**src/rtl/pmem_line_buffer.sv**
```systemverilog
`default_nettype none
// ============================================================================
// Module   : pmem_line_buffer
// Function : single-line write-back buffer between a 32-bit CPU port and a
//            256-bit physical memory port, with saturating hit/miss counters.
// Revision : 1.0 - initial release
// ============================================================================
module pmem_line_buffer #(
    parameter int CNT_W = 32
) (
    input  logic             clk,
    input  logic             rst,
    input  logic             mem_read,
    input  logic             mem_write,
    input  logic [31:0]      mem_address,
    input  logic [31:0]      mem_wdata,
    input  logic [3:0]       mem_byte_enable,
    output logic             mem_resp,
    output logic [31:0]      mem_rdata,
    output logic             pmem_read,
    output logic             pmem_write,
    output logic [31:0]      pmem_address,
    output logic [255:0]     pmem_wdata,
    input  logic             pmem_resp,
    input  logic [255:0]     pmem_rdata,
    output logic [CNT_W-1:0] hit_count,
    output logic [CNT_W-1:0] miss_count
);

    localparam logic [1:0] c_ST_IDLE    = 2'd0;
    localparam logic [1:0] c_ST_WB      = 2'd1;
    localparam logic [1:0] c_ST_FILL    = 2'd2;
    localparam logic [1:0] c_ST_RESPOND = 2'd3;
    localparam logic [CNT_W-1:0] c_CNT_ONE = {{(CNT_W-1){1'b0}}, 1'b1};

    logic [1:0]       state_q, state_d;
    logic [255:0]     line_q,  line_d;
    logic [26:0]      tag_q,   tag_d;
    logic             valid_q, valid_d;
    logic             dirty_q, dirty_d;
    logic [CNT_W-1:0] hit_q,   hit_d;
    logic [CNT_W-1:0] miss_q,  miss_d;

    logic             w_req;
    logic             w_hit;
    logic             w_is_write;
    logic [7:0]       w_bit_idx;
    logic [31:0]      w_word;
    logic [31:0]      w_merged;
    logic             w_unused_addr;

    assign w_req         = mem_read | mem_write;
    assign w_hit         = valid_q && (tag_q == mem_address[31:5]);
    assign w_is_write    = mem_write && !mem_read;
    assign w_bit_idx     = {mem_address[4:2], 5'b0};
    assign w_word        = line_q[w_bit_idx +: 32];
    assign w_unused_addr = &{1'b0, mem_address[1:0]};

    always_comb begin
        w_merged = w_word;
        for (int i = 0; i < 4; i++) begin
            if (mem_byte_enable[i]) begin
                w_merged[8*i +: 8] = mem_wdata[8*i +: 8];
            end
        end
    end

    always_comb begin
        state_d = state_q;
        line_d  = line_q;
        tag_d   = tag_q;
        valid_d = valid_q;
        dirty_d = dirty_q;
        hit_d   = hit_q;
        miss_d  = miss_q;
        case (state_q)
            c_ST_IDLE: begin
                if (w_req) begin
                    if (w_hit) begin
                        state_d = c_ST_RESPOND;
                        hit_d   = (hit_q == '1) ? hit_q : hit_q + c_CNT_ONE;
                    end else begin
                        state_d = dirty_q ? c_ST_WB : c_ST_FILL;
                        miss_d  = (miss_q == '1) ? miss_q : miss_q + c_CNT_ONE;
                    end
                end
            end
            c_ST_WB: begin
                if (pmem_resp) begin
                    state_d = c_ST_FILL;
                    dirty_d = 1'b0;
                end
            end
            c_ST_FILL: begin
                if (pmem_resp) begin
                    state_d = c_ST_RESPOND;
                    line_d  = pmem_rdata;
                    tag_d   = mem_address[31:5];
                    valid_d = 1'b1;
                end
            end
            default: begin
                // Writes land in the held line as the single RESPOND cycle ends
                if (w_is_write) begin
                    line_d[w_bit_idx +: 32] = w_merged;
                    dirty_d                 = 1'b1;
                end
                state_d = c_ST_IDLE;
            end
        endcase
    end

    always_ff @(posedge clk) begin
        if (rst) begin
            state_q <= c_ST_IDLE;
            line_q  <= '0;
            tag_q   <= '0;
            valid_q <= 1'b0;
            dirty_q <= 1'b0;
            hit_q   <= '0;
            miss_q  <= '0;
        end else begin
            state_q <= state_d;
            line_q  <= line_d;
            tag_q   <= tag_d;
            valid_q <= valid_d;
            dirty_q <= dirty_d;
            hit_q   <= hit_d;
            miss_q  <= miss_d;
        end
    end

    always_comb begin
        mem_resp     = 1'b0;
        mem_rdata    = '0;
        pmem_read    = 1'b0;
        pmem_write   = 1'b0;
        pmem_address = '0;
        pmem_wdata   = '0;
        case (state_q)
            c_ST_WB: begin
                pmem_write   = 1'b1;
                pmem_address = {tag_q, 5'b0};
                pmem_wdata   = line_q;
            end
            c_ST_FILL: begin
                pmem_read    = 1'b1;
                pmem_address = {mem_address[31:5], 5'b0};
            end
            c_ST_RESPOND: begin
                mem_resp  = 1'b1;
                mem_rdata = w_is_write ? w_merged : w_word;
            end
            default: ;
        endcase
    end

    assign hit_count  = hit_q;
    assign miss_count = miss_q;

endmodule
`default_nettype wire

```
**config.mk**
```make
export PLATFORM = sky130hd
export DESIGN_NAME = pmem_line_buffer
export DESIGN_NICKNAME = d
export VERILOG_FILES = /design/src/rtl/pmem_line_buffer.sv
export SDC_FILE = /design/constraint.sdc
export NUM_CORES = 1
export LEC_CHECK = 0
export ABC_AREA = 1
export BUFFER_PORTS_ARGS = -buffer_cell sky130_fd_sc_hd__buf_2
export CAP_MARGIN = 0
export CORE_AREA = 2 2 281 283
export DETAILED_ROUTE_END_ITERATION = 16
export DIE_AREA = 0 0 283 285
export PLACE_DENSITY = 0.5
export SLEW_MARGIN = 20
export SYNTH_ARGS = -nofsm -noshare
export SYNTH_HDL_FRONTEND = slang
export SYNTH_SLANG_ARGS = --single-unit
```
**constraint.sdc**
```tcl
create_clock -name clk -period 6.32 [get_ports clk]
set_clock_uncertainty 0.1 [all_clocks]
set_input_delay 0 -clock clk [delete_from_list [all_inputs] [get_ports clk]]
set_output_delay 0 -clock clk [all_outputs]
set_load 0.01 [all_outputs]
```
==> impl_metrics.tcl, run 1 <==
set metrics [dict create \
    crit_fanout 59 \
    hold_ws_ns -0.00846 \
    arrival_ns 5.02 \
    place_ws_ns 2.19 \
    post-dp-hpwl_mm 91.6 \
    max_slew_margin_pct 23.4 \
    overflow 0 \
    grt_pass1_vias 30200 \
    core_um2 78000 \
    gp_congestion 0.902 \
    ys_types 33 \
    dp_cells 5325 \
    yosysTopAreaCell "dfxtp_1" \
    hp-class "primary input to flip-flop" \
    yosysTopAreaCellShare_pct 30.7 \
    fin_ws_ns 1.67 \
    use_met2_pct 52.5 \
    synth-seq-cells 351 \
    finalSetupViolations 0 \
    grt_first_pass_wirelength_mm 199 \
    hold_path.startpoint "mem_wdata[31]" \
    violations "negative hold slack" \
    synthArstFlopShare_pct 0 \
    met1_usage_pct 40.2 \
    busiest_layer "met2" \
    vias 31772 \
    clkSlewWorstSetupHoldPaths_ns 0.06 \
    rsz0062_at_grt "no" \
    gr-usage-all-layers_pct 32.5 \
    yosys.cell_count.top_type "nand2_1" \
    synth_area_per_cell_um2 5.99 \
    path_class "flip-flop to flip-flop" \
    timing.final.crit_share_pct 73.5 \
    cts.repair.resized 0 \
    start_util_pct 29.4 \
    pin_count 716 \
    yosysWarnings 0 \
    met3_usage_pct 5.46 \
    netlist_area_um2 22900 \
    final_max_slew_viol_count 0 \
    drive_gt1_share_pct 18.7 \
    rr_startpoint "state_q[0]" \
    clkLatencyLatePin_ns 0.60 \
    grt_max_degree 156 \
    wl_per_cell_um 23.3 \
    hold_viol 1 \
    die_area_um2 80700 \
    port_buffers 708 \
    postRouteAntennaNets 0 \
    worst-endpoint-required_ns 6.69 \
    wirelength_mm 138 \
    cts_buffer_depth 3 \
    synthFlopType "dfxtp_1" \
    peakVddDrop_mv 0.202 \
    die_h_um 285 \
    cts_made_buffers 47 \
    cts_tree "done" \
    ys_seq_area_share_pct 30.7 \
    nNetsFinal 5170 \
    post_cts_buffers 0 \
    layout-area-overhead-vs-synth_pct 47.4 \
    outcome "finished, violations left" \
    netlist_instances 3826 \
    fmax_ghz 0.215 \
    drc_errors 0 \
    rows 103 \
    fin_crit_ns 4.65 \
    cts.hold.buffers_added 505 \
    drtIter0Drc 2647 \
    maxCapViolations 0 \
    dr.pass1.iters 6 \
    tightestPinTransition_ns 1.15 \
    via_per_inst 5.36 \
    antenna_found_initial 12 \
    cp-end-kind "flip-flop" \
    power.leakage_nw 17.4 \
    die_x_um 283 \
    clockRootBuffer "clkbuf_16" \
    cp-startpoint "state_q[0]" \
    htreeDepth 2 \
    ys_top_cells_by_count "752 x nand2_1, 594 x a21oi_1, 423 x inv_1, 401 x o21ai_0, 391 x nor2_1" \
    clock-sinks 351 \
    tns_ns 0 \
    p_total_w 0.00973 \
    cp-start-kind "flip-flop" \
    cellPowerDensity_nw_per_um2 288 \
    synth-edff-count 0 \
    synth_area_leaders "dfxtp_1 31%, a21oi_1 13%, nand2_1 12%, o21ai_0 8.8%, inv_1 6.9%" \
    instances_no_fill 5924 \
]
==> area by class of cell <==
class | instances | area (um^2)
repair buffers | 1261 | 8960
multi-input cells | 2729 | 13100
clock inverters | 11 | 209
fillers | 8521 | 44200
clock buffers | 72 | 1440
well taps | 1050 | 1310
flip-flops and latches | 351 | 7030
diodes | 11 | 27.5
inverters | 439 | 1660
==> metrics by stage <==
step	util, %	hold slack, ns	cell area, um^2
after floorplan	-	0.0217	22900
after global placement	34.7	0.171	27100
after detailed placement	34.7	0.176	27100
after CTS	43.3	0.000519	33800
after global routing	43.3	0.0209	33800
final	43.3	-0.00846	33800
==> layer usage <==
| metal | vias to the layer above | wire length, um | share of wire [%] |
|---|---|---|---|
| met5 | - | 102 | 0.074 |
| met4 | 14 | 9640 | 7.0 |
| met3 | 379 | 10900 | 7.9 |
| li1 | 14663 | - | - |
| met1 | 14992 | 54400 | 39 |
| met2 | 1724 | 62900 | 46 |
==> state kept, by name, summed over array words and instances (netlist names) <==
register	count
dirty_q	1
hit_count	32
line_q	256
miss_count	32
state_q	2
tag_q	27
valid_q	1
==> worst max-delay path: stages (launching register included) <==
cell and delay [ns]:
dfxtp_1 0.46, inv_1 0.15, ha_4 0.41, inv_2 0.24, nor2_1 0.10, nor4_4 0.84
inv_2 0.15, a21oi_4 0.15, buf_4 0.43, inv_2 0.48, a21oi_1 0.33, a21oi_1 0.10
dlygate4sd3_1 0.56
==> logic make-up after synthesis <==
logic type               after synthesis  synth area share [%]
XOR/XNOR                              50                  1.91
adder cells (fa/ha/maj)               12                 0.655
buffers and inverters                750                  12.7
flip-flops                           351                  30.7
AND/OR/NAND/NOR                     1537                  28.6
AO/OA/AOI/OAI                       1125                  25.5
other                                  1                0.0164
==> final timing paths <==
kind | end | slack [ns] | cells past startpoint
worst max-delay path | line_q[140] | 1.67 | 12
worst min-delay path | line_q[127] | -0.008 | 5
worst min register to register | hit_count[3] | 0.40 | 2
worst max register to register | line_q[140] | 1.67 | 12
==> where the power goes <==
part	switching, W	internal, W	total [W]
clock	0.00114	0.00180	0.00294
combinational	0.00256	0.00126	0.00382
sequential	0.000345	0.00262	0.00296
==> cell usage in the layout, fill, tap and decap left out, drive strengths merged <==
cell and n:
o211ai 1, dfxtp 351, nor3 38, ha 12, diode 11, nand4 204, xor2 33, and2 2
bufinv 6, a31oi 32, xnor2 17, clkbuf 72, buf 756, dlygate4sd3 505, inv 440, conb 5
nand3 142, nand2 753, a21oi 596, o21ai 494, nor4 4, nor2 394, a211oi 2, clkinv 4
No activity file was read; power rests on OpenSTA's default activity.
==> run 2, diff against run 1 <==
--- a/config.mk
+++ b/config.mk
@@ -8,10 +8,10 @@
 export ABC_AREA = 1
 export BUFFER_PORTS_ARGS = -buffer_cell sky130_fd_sc_hd__buf_2
 export CAP_MARGIN = 0
-export CORE_AREA = 2 2 281 283
+export CORE_AREA = 2 2 275 277
 export DETAILED_ROUTE_END_ITERATION = 16
-export DIE_AREA = 0 0 283 285
-export PLACE_DENSITY = 0.5
+export DIE_AREA = 0 0 277 279
+export PLACE_DENSITY = 0.52
 export SLEW_MARGIN = 20
 export SYNTH_ARGS = -nofsm -noshare
 export SYNTH_HDL_FRONTEND = slang
==> constraint.sdc (replaced) <==
create_clock -name clk -period 4.8 [get_ports clk]
set_clock_uncertainty 0.1 [all_clocks]
set_input_delay 0 -clock clk [delete_from_list [all_inputs] [get_ports clk]]
set_output_delay 0 -clock clk [all_outputs]
set_load 0.01 [all_outputs]
==> run 2 against run 1 <==
Net effect: the run now ends clean; sequential cell count did not move; non-clock buffer count rose by 26; power increased by 28%; critical path type unchanged; critical endpoint is now line_q[119].
==> impl_metrics.tcl, run 2 (synthesized netlist as in run 1, its figures left out) <==
set metrics [dict create \
    outcome "complete, no violations" \
    crit_family "buffers and inverters" \
    hold_path.startpoint "mem_wdata[28]" \
    wl_per_cell_um 23.1 \
    r2r_setup_slack_ns 0.96 \
    cp-startpoint "state_q[0]" \
    power.leakage_nw 17.5 \
    path_class "flip-flop to flip-flop" \
    crit_fanout 32 \
    grt_pass1_vias 30717 \
    instances_no_fill 5866 \
    post-dp-hpwl_mm 89.9 \
    port_buffers 708 \
    crit_path_top_delay_cell "nor4_4" \
    clockRootBuffer "clkbuf_16" \
    peakVddDrop_mv 0.411 \
    rsz0062_at_grt "no" \
    core_um2 74100 \
    fmax_ghz 0.260 \
    antenna_found_initial 18 \
    hold_end "line_q[156]" \
    tns_ns 0 \
    whs_path_depth 5 \
    rr_startpoint "state_q[0]" \
    cellPowerDensity_nw_per_um2 368 \
    cp-start-kind "flip-flop" \
    die_area_um2 77300 \
    start_util_pct 30.9 \
    dr.pass1.iters 5 \
    pin_count 716 \
    r2r_end "line_q[119]" \
    drc_errors 0 \
    vias 31918 \
    postRouteAntennaNets 0 \
    grt_first_pass_wirelength_mm 197 \
    cts_buffer_depth 3 \
    rows 100 \
    max_slew_margin_pct 14.2 \
    fin_util_pct 45.7 \
    wirelength_mm 136 \
    htreeDepth 2 \
    largest_reg_flops 256 \
    final_common_cell "nand2_1" \
    critPathMostFrequentCell "inv_2" \
    path_depth 11 \
    slowest_delay_ns 0.61 \
    hold_viol 0 \
    die_h_um 279 \
    dp_cells 5244 \
    worst-endpoint-required_ns 5.23 \
    mostFrequentLayoutCells "752 x nand2_1, 706 x buf_2, 593 x a21oi_1, 531 x dlygate4sd3_1, 421 x inv_1" \
    reg2reg_depth 11 \
    via_per_inst 5.44 \
    drive_gt1_share_pct 18.4 \
    die_x_um 277 \
    maxCapViolations 0 \
    clkSlewWorstSetupHoldPaths_ns 0.06 \
    cts_tree "done" \
    arrival_ns 4.27 \
    timing.final.crit_share_pct 80.1 \
    layout-area-overhead-vs-synth_pct 47.6 \
    cts_made_buffers 45 \
    overflow 0 \
    crit_chain "inv_1, ha_4, inv_2, nor2_1, nor4_4, buf_4, o21ai_4, inv_2, o21ai_0, a21oi_1, dlygate4sd3_1" \
    gp_congestion 0.935 \
    nNetsFinal 5194 \
    largest_register "line_q" \
    finalSetupViolations 0 \
    hp-class "primary input to flip-flop" \
    clock-sinks 351 \
    crit_buf_inv 5 \
    place_area_um2 27000 \
    fin_crit_ns 3.84 \
    clkLatencyLatePin_ns 0.58 \
    grt_max_degree 176 \
    cts.repair.resized 0 \
    cp-end-kind "flip-flop" \
    post_cts_buffers 0 \
    final_max_slew_viol_count 0 \
    drtIter0Drc 3000 \
    postLayoutCellArea_um2 33800 \
    tightestPinTransition_ns 1.29 \
    gr-usage-all-layers_pct 33.4 \
]
## run 2: cell count changes in the layout (fill, tap and decap cells not counted), moves of 2 or more
cell,change
buf_12,+6
buf_4,-6
bufinv_16,-4
clkbuf_1,+2
clkbuf_8,-8
clkinv_2,+2
diode_2,+4
dlygate4sd3_1,+26
## run 2: final cells by class
cell class	instances	area [um^2]
inverters	439	1660
clock inverters	10	106
diodes	15	37.5
repair buffers	1287	9300
fillers	8072	40200
well taps	969	1210
multi-input cells	2729	13200
clock buffers	66	1340
flip-flops and latches	351	7030
## run 2: power by group
part           internal [W]  total, W  switching, W
Combinational       0.00173   0.00509       0.00336
Sequential          0.00345   0.00390      0.000451
Clock               0.00202   0.00348       0.00146
## run 2: routing by layer
metal	up-vias	GRT usage (%)	wire length (um)
li1	14724	-	-
met1	15030	41.0	53200
met2	1738	53.8	61100
met3	408	5.78	11200
met4	18	22.3	10000
met5	-	0	102
## run 2: tightest hold or removal path, stage by stage
cell and delay, ns:
buf_2 0.11, nand2_1 0.07, o21ai_2 0.24, nand3_1 0.15, a21oi_1 0.07
## run 2: how the worst max path moves through the flow
stage	slack, ns	to
after floorplan	2.38	line_q[237]
after global placement	1.44	line_q[104]
after detailed placement	1.44	line_q[119]
after CTS	1.0	line_q[106]
after global routing	0.71	line_q[108]
final	0.96	line_q[119]
## run 2: metrics by stage
stage / total power (W) / setup slack [ns] / hold WS (ns)
final: 0.0125 / 0.957 / 0.0193
after global routing: 0.0130 / 0.706 / 0.0325
after CTS: 0.0124 / 0.999 / 0.00126
after detailed placement: 0.00812 / 1.44 / 0.178
after global placement: 0.00811 / 1.44 / 0.175
after floorplan: 0.00639 / 2.38 / 0.0217
## run 2: repair_timing
item / CTS / global route
hold buffers: 531 / 0
endpoints found under the setup margin: 0 / 0
hold endpoints to repair: 338 / 0
